`config.mk`:
```
export PLATFORM = sky130hd
export DESIGN_NAME = seg_scan_controller
export DESIGN_NICKNAME = d
export VERILOG_FILES = /design/src/rtl/seg_scan_controller.sv
export SDC_FILE = /design/constraint.sdc
export NUM_CORES = 1
export LEC_CHECK = 0
export ABC_CLOCK_PERIOD_IN_PS = 6500
export BUFFER_PORTS_ARGS = -buffer_cell sky130_fd_sc_hd__buf_2
export CAP_MARGIN = 20
export CORE_MARGIN = 2
export CORE_UTILIZATION = 63
export CTS_CLUSTER_DIAMETER = 80
export DETAILED_ROUTE_END_ITERATION = 8
export PLACE_DENSITY = 0.85
export SETUP_SLACK_MARGIN = 0.02
export SYNTH_ARGS = -nofsm -noshare
export SYNTH_HDL_FRONTEND = slang
export SYNTH_SLANG_ARGS = --single-unit
```
`constraint.sdc`:
```
create_clock -name clk -period 6.5 [get_ports clk]
set_input_delay 1.3 -clock clk [delete_from_list [all_inputs] [get_ports clk]]
set_output_delay 1.3 -clock clk [all_outputs]
set_load 0.02 [all_outputs]
```
`src/rtl/seg_scan_controller.sv`:
```
`timescale 1ns/1ps
// Hex nibble to seven-segment pattern, seg_o = {g,f,e,d,c,b,a}, active-high.
// Purely combinational; no flow control.
module sev_seg_driver (
    input  logic [3:0] nibble_i,
    output logic [6:0] seg_o
);
    always_comb begin
        seg_o = 7'h00;
        case (nibble_i)
            4'h0: seg_o = 7'h3F;
            4'h1: seg_o = 7'h06;
            4'h2: seg_o = 7'h5B;
            4'h3: seg_o = 7'h4F;
            4'h4: seg_o = 7'h66;
            4'h5: seg_o = 7'h6D;
            4'h6: seg_o = 7'h7D;
            4'h7: seg_o = 7'h07;
            4'h8: seg_o = 7'h7F;
            4'h9: seg_o = 7'h6F;
            4'hA: seg_o = 7'h77;
            4'hB: seg_o = 7'h7C;
            4'hC: seg_o = 7'h39;
            4'hD: seg_o = 7'h5E;
            4'hE: seg_o = 7'h79;
            4'hF: seg_o = 7'h71;
            default: seg_o = 7'h00;
        endcase
    end
endmodule

// Three-digit multiplexed seven-segment scanner with dead time and leading-zero blanking.
// Accepted value shows within 3*TICK_DIV+BLANK_CYC+1 cycles; in_ready drops while one value is pending.
module seg_scan_controller #(
    parameter int TICK_DIV  = 50000,
    parameter int BLANK_CYC = 16,
    parameter bit LZ_BLANK  = 1'b1
) (
    input  logic       clk,
    input  logic       rst,
    input  logic       en,
    input  logic [9:0] in_value,
    input  logic       in_valid,
    output logic       in_ready,
    output logic [6:0] seg,
    output logic [2:0] an_n,
    output logic       frame_done
);
    localparam int CNT_W = $clog2(TICK_DIV);
    localparam logic [CNT_W-1:0] CNT_LAST  = CNT_W'(TICK_DIV - 1);
    localparam logic [CNT_W-1:0] BLANK_END = CNT_W'(BLANK_CYC);

    typedef enum logic [1:0] {DIG0 = 2'd0, DIG1 = 2'd1, DIG2 = 2'd2} digit_e;

    digit_e           digit_q, digit_d;
    logic [CNT_W-1:0] cnt_q, cnt_d;
    logic [9:0]       disp_q, disp_d;
    logic [9:0]       pend_q, pend_d;
    logic             pend_vld_q, pend_vld_d;
    logic [3:0]       nibble_q, nibble_d;
    logic             frame_done_q;
    logic             slot_end, frame_end, accept;
    logic             blank1, blank2;

    assign slot_end   = (cnt_q == CNT_LAST);
    assign frame_end  = slot_end && (digit_q == DIG2);
    assign in_ready   = !pend_vld_q;
    assign accept     = in_valid && in_ready;
    assign frame_done = frame_done_q;

    assign blank2 = LZ_BLANK && (disp_q[9:8] == 2'b00);
    assign blank1 = blank2 && (disp_q[7:4] == 4'h0);

    always_ff @(posedge clk or posedge rst) begin
        if (rst) begin
            digit_q <= DIG0;
        end else begin
            digit_q <= digit_d;
        end
    end

    always_comb begin
        digit_d = digit_q;
        if (slot_end) begin
            case (digit_q)
                DIG0:    digit_d = DIG1;
                DIG1:    digit_d = DIG2;
                default: digit_d = DIG0;
            endcase
        end
    end

    always_comb begin
        cnt_d      = slot_end ? '0 : cnt_q + 1'b1;
        disp_d     = disp_q;
        pend_d     = pend_q;
        pend_vld_d = pend_vld_q;
        // Commit and accept are exclusive: accept needs pend_vld_q low, commit needs it high.
        if (frame_end && pend_vld_q) begin
            disp_d     = pend_q;
            pend_vld_d = 1'b0;
        end else if (accept) begin
            pend_d     = in_value;
            pend_vld_d = 1'b1;
        end
        // Load from disp_d so a value committed at frame end is what digit 0 shows next.
        nibble_d = nibble_q;
        if (slot_end) begin
            case (digit_d)
                DIG1:    nibble_d = disp_d[7:4];
                DIG2:    nibble_d = {2'b00, disp_d[9:8]};
                default: nibble_d = disp_d[3:0];
            endcase
        end
    end

    always_ff @(posedge clk or posedge rst) begin
        if (rst) begin
            cnt_q        <= '0;
            disp_q       <= '0;
            pend_q       <= '0;
            pend_vld_q   <= 1'b0;
            nibble_q     <= 4'h0;
            frame_done_q <= 1'b0;
        end else begin
            cnt_q        <= cnt_d;
            disp_q       <= disp_d;
            pend_q       <= pend_d;
            pend_vld_q   <= pend_vld_d;
            nibble_q     <= nibble_d;
            frame_done_q <= frame_end;
        end
    end

    always_comb begin
        an_n = 3'b111;
        if (en && (cnt_q >= BLANK_END)) begin
            case (digit_q)
                DIG0:    an_n[0] = 1'b0;
                DIG1:    an_n[1] = blank1;
                DIG2:    an_n[2] = blank2;
                default: an_n    = 3'b111;
            endcase
        end
    end

    sev_seg_driver u_sev_seg (
        .nibble_i (nibble_q),
        .seg_o    (seg)
    );
endmodule

```
# Yosys cells after proc, flatten, opt, wreduce, memory -nomap -nowiden
# Memories as Yosys holds them, arrays and structs flattened.
# Index checks and enable logic that the tools add are counted.
# op_classes
add_sub_neg,1
order_cmp,1
n_eq_ne,5
muxes,11
bitwise,1
n_reduce_logical,11
# ops
op,count
$add A16 B1 Y16 const B,1
$eq A16 B16 Y1 const B,1
$ge A16 B5 Y1 const B,1
$mux W16,1
$mux W10,1
$pmux W4 S2,1
$logic_and A1 B1 Y1,5
$mux W1,5
$eq A2 B1 Y1 const B,2
$eq A2 B2 Y1 const B,2
$logic_not A2 Y1,2
$logic_not A4 Y1,1
$pmux W2 S2,1
$mux W3,1
$mux W2,1
$reduce_and A2 Y1,1
$reduce_bool A2 Y1,1
$logic_not A1 Y1,1
$not A1 Y1,1
# totals
regBits,44
mem_bits_ro,112
in_bits,14
output_inout_bits,12
wordCells,38
memories,1
# memory_table
memory,words,word_bits,rd,rd_clocked_by_memory_dff,write_ports,line,rtl
(no name shown),16,7,1,0,0,10,case (nibble_i)

# Depth between registers and ports, before layout
# Gate-level depths: netlist (run 1).
# depth
ltp_word,5
mapped_depth,11
mapped_depth_nobuf,9

# Hierarchy
# Synthesis (run 1) repeated with hierarchy kept, for this count alone.
# unflattened
hier_cells,207
area_unflattened_um2,2326.0
# by_module_without_submodules
mod,instances,cells_per_inst,area_per_inst_um2,seq_area_each_um2
seg_scan_controller,1,174,2038.2,1101.1
sev_seg_driver,1,33,287.8,0.0

# Worst setup path after synthesis (run 1)
# No wires, ideal clock.
# synth_timing
kind,input port to output port
start,input port en
end,output port an_n[2]
arrival_time_ns,1.787
required_time_ns,5.200
slack_ns,3.413
stages,2
n_path_buf,0
cell_sequence,nand2_1 -> or3_1
# synth_via
elab_chain_len,2
# synth_rtl
element,line,rtl
from (decl),41,"input logic en,"
$logic_and A1 B1 Y1,137,if (en && (cnt_q >= BLANK_END)) begin
$mux W3,137,
to (decl),46,"output logic [2:0] an_n,"
# Every way passes these cells.

# Final worst setup path (run 1)
# Same ends and word-level chain as after synthesis.

==> metrics, run 1 <==
number of H-tree levels 2; violation count after the first detailed-route iteration 54; layout filler cell count 251; footprint of the multi-input gates 1200 sq um; syn avg cell area 10.8 sq um; All-Layer GR Usage 21.9%; Hold WS 495 ps; Sinks on Clock Net 44; Die Wd 65.8 um; post-route cell area 2630 sq um; CP required 5200 ps; Synth Instances 223; Slew @ Worst Pin 819 ps; syn nets 248; FMAX 0.306 GHz; P_leak 1.22 nW; maximum buffer depth of the clock tree 2; Worst R2R End nibble_q[1]$_DFFE_PP0N_; r2r worst-path depth 8; DRT Pass-1 Iters 4; via count 1686; Post-CTS Hold Buffers 0; Clock Latency Late Sink 290 ps; Hold Path Stages 1; detailed-route DRC error count 0; Die ar. 4330 sq um; Ant. Diodes 0; synthesized area 2400 sq um; vias per cell 5.72; Final Worst Setup Slack 3240 ps; CORE AREA 3660 sq um; site row count 22; first-pass GRT wire length 7060 um; Layout Nets 271; Post-synth EDFFs 0; CP endpoint kind primary output; CTS clk-pin slew, worst paths 70 ps; critical path arrival 1960 ps; setup violators final 0; Final Max Slew Viols 0; RSZ-0062 raised after global routing false; Post-CTS Setup Bufs 0; pre-CTS WS 3240 ps; final hold vios 0; CTS tree yes; Hold EP cnt_q[11]$_DFF_PP0_; status completed; initial antenna violation count 0; WS Path Type in2out; Routed WL 4210 um; io pins 26; Reg area 1100 sq um; vias in the first global route 1526; Cell Pwr Density 182 nW/um^2; CTS buffer count 5; # port buffers 25; YS warnings 0; Max VDD drop 0.145 mV; gr ovfl total 0; Die Y 65.8 um; Post-DP Area 2540 sq um; Pwr Total 0.000480 W; pin count of the biggest net entering global routing 45; worst slew margin relative to its limit 45.3%; min Tclk post-route 3260 ps; Initial Utilization 65.7%; Area growth syn-to-layout 9.53%; post-synthesis register bit count 44; crit-path max FO 3; Fin Clk Skew 3.80 ps; setup TNS 0 ps; Post-DRT Antenna Nets 0; Detailed Place HPWL 3020 um; WL/cell 14.3 um; Seq/Total Area, Yosys 45.8%; Worst R2R Setup Slack 3820 ps; post-CTS resize count 0; global placement routability congestion 0.848; Max Cap Violations 0; type of the most critical hold path reg2reg; Synth Flop Type dfrtp_1; worst r2r src cnt_q[10]$_DFF_PP0_; Setup crit start kind input port; async set-reset flop share out of synthesis 100%; post-route clock period utilization 50.2%; synth unique cells 41; root buf cell clkbuf_8; share of cells above drive strength 1 24.3%; hold_sp cnt_q[11]$_DFF_PP0_
[where the power goes]
group | internal, W | switching [W] | leakage (nW) | total [W]
Sequential | 0.000282 | 0.00000674 | 0.576 | 0.000288
Combinational | 0.0000100 | 0.00000885 | 0.596 | 0.0000189
Clock | 0.0000867 | 0.0000861 | 0.0455 | 0.000173
Total | 0.000378 | 0.000102 | 1.22 | 0.000480
[worst max path at each step]
stage / startpoint / end / slack, ps
3_3_place_gp: en / an_n[2] / 3260
5_1_grt: en / an_n[2] / 3210
3_5_place_dp: en / an_n[2] / 3240
6_report: en / an_n[2] / 3240
2_1_floorplan: en / an_n[2] / 3410
4_1_cts: en / an_n[2] / 3240
[kinds of logic after synthesis]
kind of cell | share of synthesized area [%]
compound gates | 8.28
xor+xnor | 4.74
fa+ha+maj | 5.73
buf+inv | 4.42
flops | 45.8
mux | 14.3
simple gates | 16.7
[flip-flops by register name (all words and copies together), names as in the netlist]
name        count
cnt_q          16
disp_q         10
pend_q         10
nibble_q        4
digit_q         2
pend_vld_q      1
frame_done      1
[cell type report]
type / count / share of cell area [%]
clock buffer: 8 / 3.42
inverter: 14 / 2.00
multi-input combinational: 155 / 45.4
sequential: 44 / 41.8
tap: 48 / 2.28
timing repair buffer: 26 / 5.04
[metal layers]
metal / share of wire (%) / wire, um / GRT usage, %
met5: 0 / 0 / 0
met1: 48 / 2010 / 30.3
met4: 1.7 / 73 / 8.33
met2: 45 / 1910 / 33.2
met3: 5.1 / 213 / 5.48
[cell usage after synthesis (4+ instances only)]
cell	n	share of area (%)
mux2i_1	4	1.7
nor2_1	24	3.7
mux2_2	13	6.1
nor3_1	6	1.2
dfrtp_1	44	46
mux2_4	9	5.6
inv_1	14	2.2
xnor2_1	5	1.8
a31oi_1	4	1.0
nand3_1	5	1.0
nand2_1	12	1.9
xor2_1	8	2.9
o21ai_0	4	0.83
ha_1	11	5.7
a21oi_1	7	1.5
nor2b_1	4	1.0
nand4_1	7	1.8
[cells in the final DEF, fill, tap and decap left out, types with 2 or more instances in the layout]
| cell type | count |
|---|---|
| nor2_1 | 24 |
| clkbuf_8 | 6 |
| mux2_4 | 9 |
| a2bb2oi_1 | 2 |
| a211o_1 | 3 |
| nor3_1 | 6 |
| o21a_1 | 2 |
| and4_1 | 3 |
| or3_1 | 2 |
| inv_1 | 14 |
| o21ai_0 | 4 |
| buf_2 | 25 |
| xnor2_1 | 5 |
| dfrtp_1 | 44 |
| mux2i_1 | 4 |
| a221oi_1 | 2 |
| nor2b_1 | 4 |
| ha_1 | 11 |
| nand2_1 | 12 |
| a21oi_1 | 7 |
| nand2b_1 | 3 |
| nand4_1 | 7 |
| nor4_1 | 3 |
| xor2_1 | 8 |
| a31oi_1 | 4 |
| a22oi_1 | 3 |
| mux2_2 | 13 |
| clkbuf_1 | 2 |
| nand3_1 | 5 |
[worst max-delay path: stages]
cell and delay (ps):
buf_2 70, nand2_1 70, or3_1 350, buf_2 160
[stage by stage]
stage	std cells	utilization, %
2_1_floorplan	223	-
3_3_place_gp	287	69.4
3_5_place_dp	287	69.4
4_1_cts	295	71.9
5_1_grt	295	71.9
6_report	295	71.9
No activity file was read; power rests on OpenSTA's default activity.
==> run 2: changes to the inputs <==
--- a/config.mk
+++ b/config.mk
@@ -5,14 +5,15 @@
 export SDC_FILE = /design/constraint.sdc
 export NUM_CORES = 1
 export LEC_CHECK = 0
-export ABC_CLOCK_PERIOD_IN_PS = 6500
+export ABC_AREA = 1
+export ABC_CLOCK_PERIOD_IN_PS = 2800
 export BUFFER_PORTS_ARGS = -buffer_cell sky130_fd_sc_hd__buf_2
 export CAP_MARGIN = 20
 export CORE_MARGIN = 2
-export CORE_UTILIZATION = 63
+export CORE_UTILIZATION = 53
 export CTS_CLUSTER_DIAMETER = 80
 export DETAILED_ROUTE_END_ITERATION = 8
-export PLACE_DENSITY = 0.85
+export PLACE_DENSITY = 0.76
 export SETUP_SLACK_MARGIN = 0.02
 export SYNTH_ARGS = -nofsm -noshare
 export SYNTH_HDL_FRONTEND = slang
==> constraint.sdc (replaced) <==
create_clock -name clk -period 2.8 [get_ports clk]
set_input_delay 0.56 -clock clk [delete_from_list [all_inputs] [get_ports clk]]
set_output_delay 0.56 -clock clk [all_outputs]
set_load 0.02 [all_outputs]
==> run 2 against run 1 <==
Synthesized cell count grew 46%. Sequential share of layout area fell by 2.6 points. Clock skew increased by 4.8 ps. Routed wire length grew 13%. Worst setup slack worse by 2800 ps. Register-to-register slack worse by 3400 ps. Critical endpoint is now nibble_q[1]$_DFFE_PP0N_. Largest power group unchanged.
==> metrics, run 2 <==
status completed; DRT Pass-1 Iters 5 (+1); Area growth syn-to-layout 11.4%; worst slew margin relative to its limit 47.6% (+2.3 points); Final Max Slew Viols 0 (unchanged); Post-DRT Antenna Nets 0 (unchanged); Fin Clk Skew 8.63 ps (+4.84 ps); Die Wd 72.9 um (+11%); cell accounting for the most synthesized area dfrtp_1; share of cells above drive strength 1 14.3% (-10 points); final non-filler cell total 410 (+39%); type of the most critical hold path in2async; Post-CTS Hold Buffers 0 (unchanged); Post-synth EDFFs 0 (unchanged); Ant. Diodes 0 (unchanged); CP endpoint kind flip-flop; number of H-tree levels 2 (unchanged); post-CTS resize count 0 (unchanged); Seq/Total Area, Yosys 43.7% (-2.1 points); sw frac 21.3% (+0.069 points); Post-DP Area 2690 sq um (+6.0%); top cells by area, synth dfrtp_1, inv_1, nand2_1; largest registers cnt_q: 16 flops, disp_q: 10 flops, pend_q: 10 flops; gr ovfl total 0 (unchanged); post-synth top area share 43.7% (-2.1 points); max reg flops 16 (unchanged); Routed WL 4770 um (+13%); CORE AREA 4660 sq um (+27%); crit-path max FO 6 (+3); Die Y 72.9 um (+11%); Sinks on Clock Net 44 (unchanged); post-synthesis register bit count 44 (unchanged); Synth top cells by count inv_1, nand2_1, nor2_1, dfrtp_1, nand3_1; critical path cell sequence ha_1, nand3_2, nor2_1, nand2_1, inv_1, nand2_1, o21a_1, ha_1, nor2_1, nand3_1, nand2_1, nor2_1, nor2_1; logic gate share of total power 3.8% (about the same); YS warnings 0 (unchanged); Cell Pwr Density 421 nW/um^2 (+130%); via count 2101 (+25%); syn nets 351 (+42%); Slew @ Worst Pin 782 ps (-37.6 ps); Crit path largest cell delay 390 ps (+40 ps); cell internal pwr 0.000931 W (+150%); CP max-delay cell dfrtp_1; FMAX 0.419 GHz; violation count after the first detailed-route iteration 159 (+190%); most used cell, CP nor2_1; site row count 25 (+14%); Max Cap Violations 0 (unchanged); CTS buffer count 5 (unchanged); Post-CTS Setup Bufs 0 (unchanged); # port buffers 25 (unchanged); CTS tree yes; maximum buffer depth of the clock tree 2 (unchanged); Die ar. 5320 sq um (+23%); syn avg cell area 7.72 sq um (-28%); commonest non-fill, non-tap cell in the layout inv_1; Max VDD drop 0.350 mV (+140%); Inst Count DP 402 (+40%); post-route cell area 2810 sq um (+6.6%); setup TNS 0 ps (unchanged); GR peak layer met2; met2 Use GR 30.5% (-2.7 points); synth unique cells 32 (-22%); pin count of the biggest net entering global routing 24 (-47%); met3 usage 4.83% (-0.65 points); Hold WS 293 ps (-202 ps); Initial Utilization 54.0% (-12 points); async set-reset flop share out of synthesis 100% (unchanged); Clock Latency Late Sink 300 ps (about the same); io pins 26 (unchanged); min Tclk post-route 2390 ps; post-route clock period utilization 85.2%; Largest Register cnt_q; Detailed Place HPWL 3680 um (+22%); detailed-route DRC error count 0 (unchanged); vias per cell 5.12 (-10%); final hold vios 0 (unchanged); root buf cell clkbuf_8; setup violators final 0 (unchanged); vias in the first global route 1867 (+22%); P_sw 0.000251 W (+150%); P_leak 1.45 nW (+19%); WS Path Type reg2reg; Clk pwr share 40.6% (+4.6 points); first-pass GRT wire length 8220 um (+16%); Flop pwr share 55.6% (-4.5 points); CTS clk-pin slew, worst paths 80 ps (about the same); RSZ-0062 raised after global routing false; Layout Nets 380 (+40%); synthesized area 2520 sq um (+4.7%); critical path arrival 2620 ps (+660 ps); commonest non-fill, non-tap cells in the layout inv_1, nand2_1, nor2_1; global placement routability congestion 0.897 (+5.9%); Setup crit start kind flip-flop; All-Layer GR Usage 19.9% (-2.0 points); Synth Instances 326 (+46%); WL/cell 11.6 um (-18%); count leader, synth inv_1; Synth Flop Type dfrtp_1; met1 global-route usage 27.8% (-2.5 points); initial antenna violation count 0 (unchanged); CP required 3030 ps (-2170 ps)
## run 2: cell count changes in the layout (fill, tap and decap cells not counted), sizes merged, moves of 5 or more
cell   change
and2       +5
nand2     +48
xnor2      -5
nor2      +28
o21ai      +5
a21oi      +9
nand3     +16
inv       +49
mux2      -22
## run 2: power groups by stage
stage | logic, W | clock network (W) | registers, W
detailed placement | 0.0000471 | 0 | 0.000670
global route | 0.0000533 | 0.000513 | 0.000659
global placement | 0.0000458 | 0 | 0.000669
floorplan | 0.0000281 | 0 | 0.000669
CTS | 0.0000471 | 0.000488 | 0.000657
finish | 0.0000449 | 0.000480 | 0.000657
## run 2: logic make-up after synthesis
logic type	Yosys count	synth area share (%)
flip-flops	44	43.7
AND/OR/NAND/NOR	158	29.2
AO/OA/AOI/OAI	38	8.70
buffers and inverters	69	10.8
XOR/XNOR	6	2.09
adder cells (fa/ha/maj)	11	5.47
## run 2: final timing paths
| check | startpoint | endpoint | slack, ps | cells after the start |
|---|---|---|---|---|
| min in group clk | in_valid | pend_vld_q$_DFFE_PP0P_ | 470 | 3 |
| max in group asynchronous | rst | cnt_q[1]$_DFF_PP0_ | 1820 | 3 |
| min reg2reg | cnt_q[0]$_DFF_PP0_ | cnt_q[0]$_DFF_PP0_ | 500 | 1 |
| max reg2reg | cnt_q[0]$_DFF_PP0_ | nibble_q[1]$_DFFE_PP0N_ | 410 | 13 |
| max | cnt_q[0]$_DFF_PP0_ | nibble_q[1]$_DFFE_PP0N_ | 410 | 13 |
| min | rst | cnt_q[5]$_DFF_PP0_ | 290 | 2 |
## run 2: metrics by stage
step           setup slack, ps  utilization (%)  total power, W
6_report                   415             60.2         0.00118
5_1_grt                    141             60.2         0.00123
4_1_cts                    414             60.2         0.00119
3_5_place_dp               442             57.8        0.000717
3_3_place_gp               531             57.8        0.000715
2_1_floorplan              701                -        0.000697
## run 2: area by class of cell
type / count / area, sq um
clock buffer: 5 / 68.8
clock inverter: 3 / 42.5
fill: 404 / 1860
inverter: 64 / 240
multi-input combinational: 213 / 1140
sequential: 44 / 1100
tap: 54 / 67.6
timing repair buffer: 27 / 140
## run 2: worst max-delay path: cells and delay by family (launching register included)
family	cells	cell delay [ps]
AOI/OAI and AO/OA	1	120
DFF	1	390
adders and majority gates	2	600
buffers and inverters	1	190
and+or+nand+nor	9	1030
## run 2: per-layer routing
metal	share of wire, %	wire length [um]
met4	1.3	64
met5	0	0
met2	45	2150
met3	4.4	208
met1	49	2350
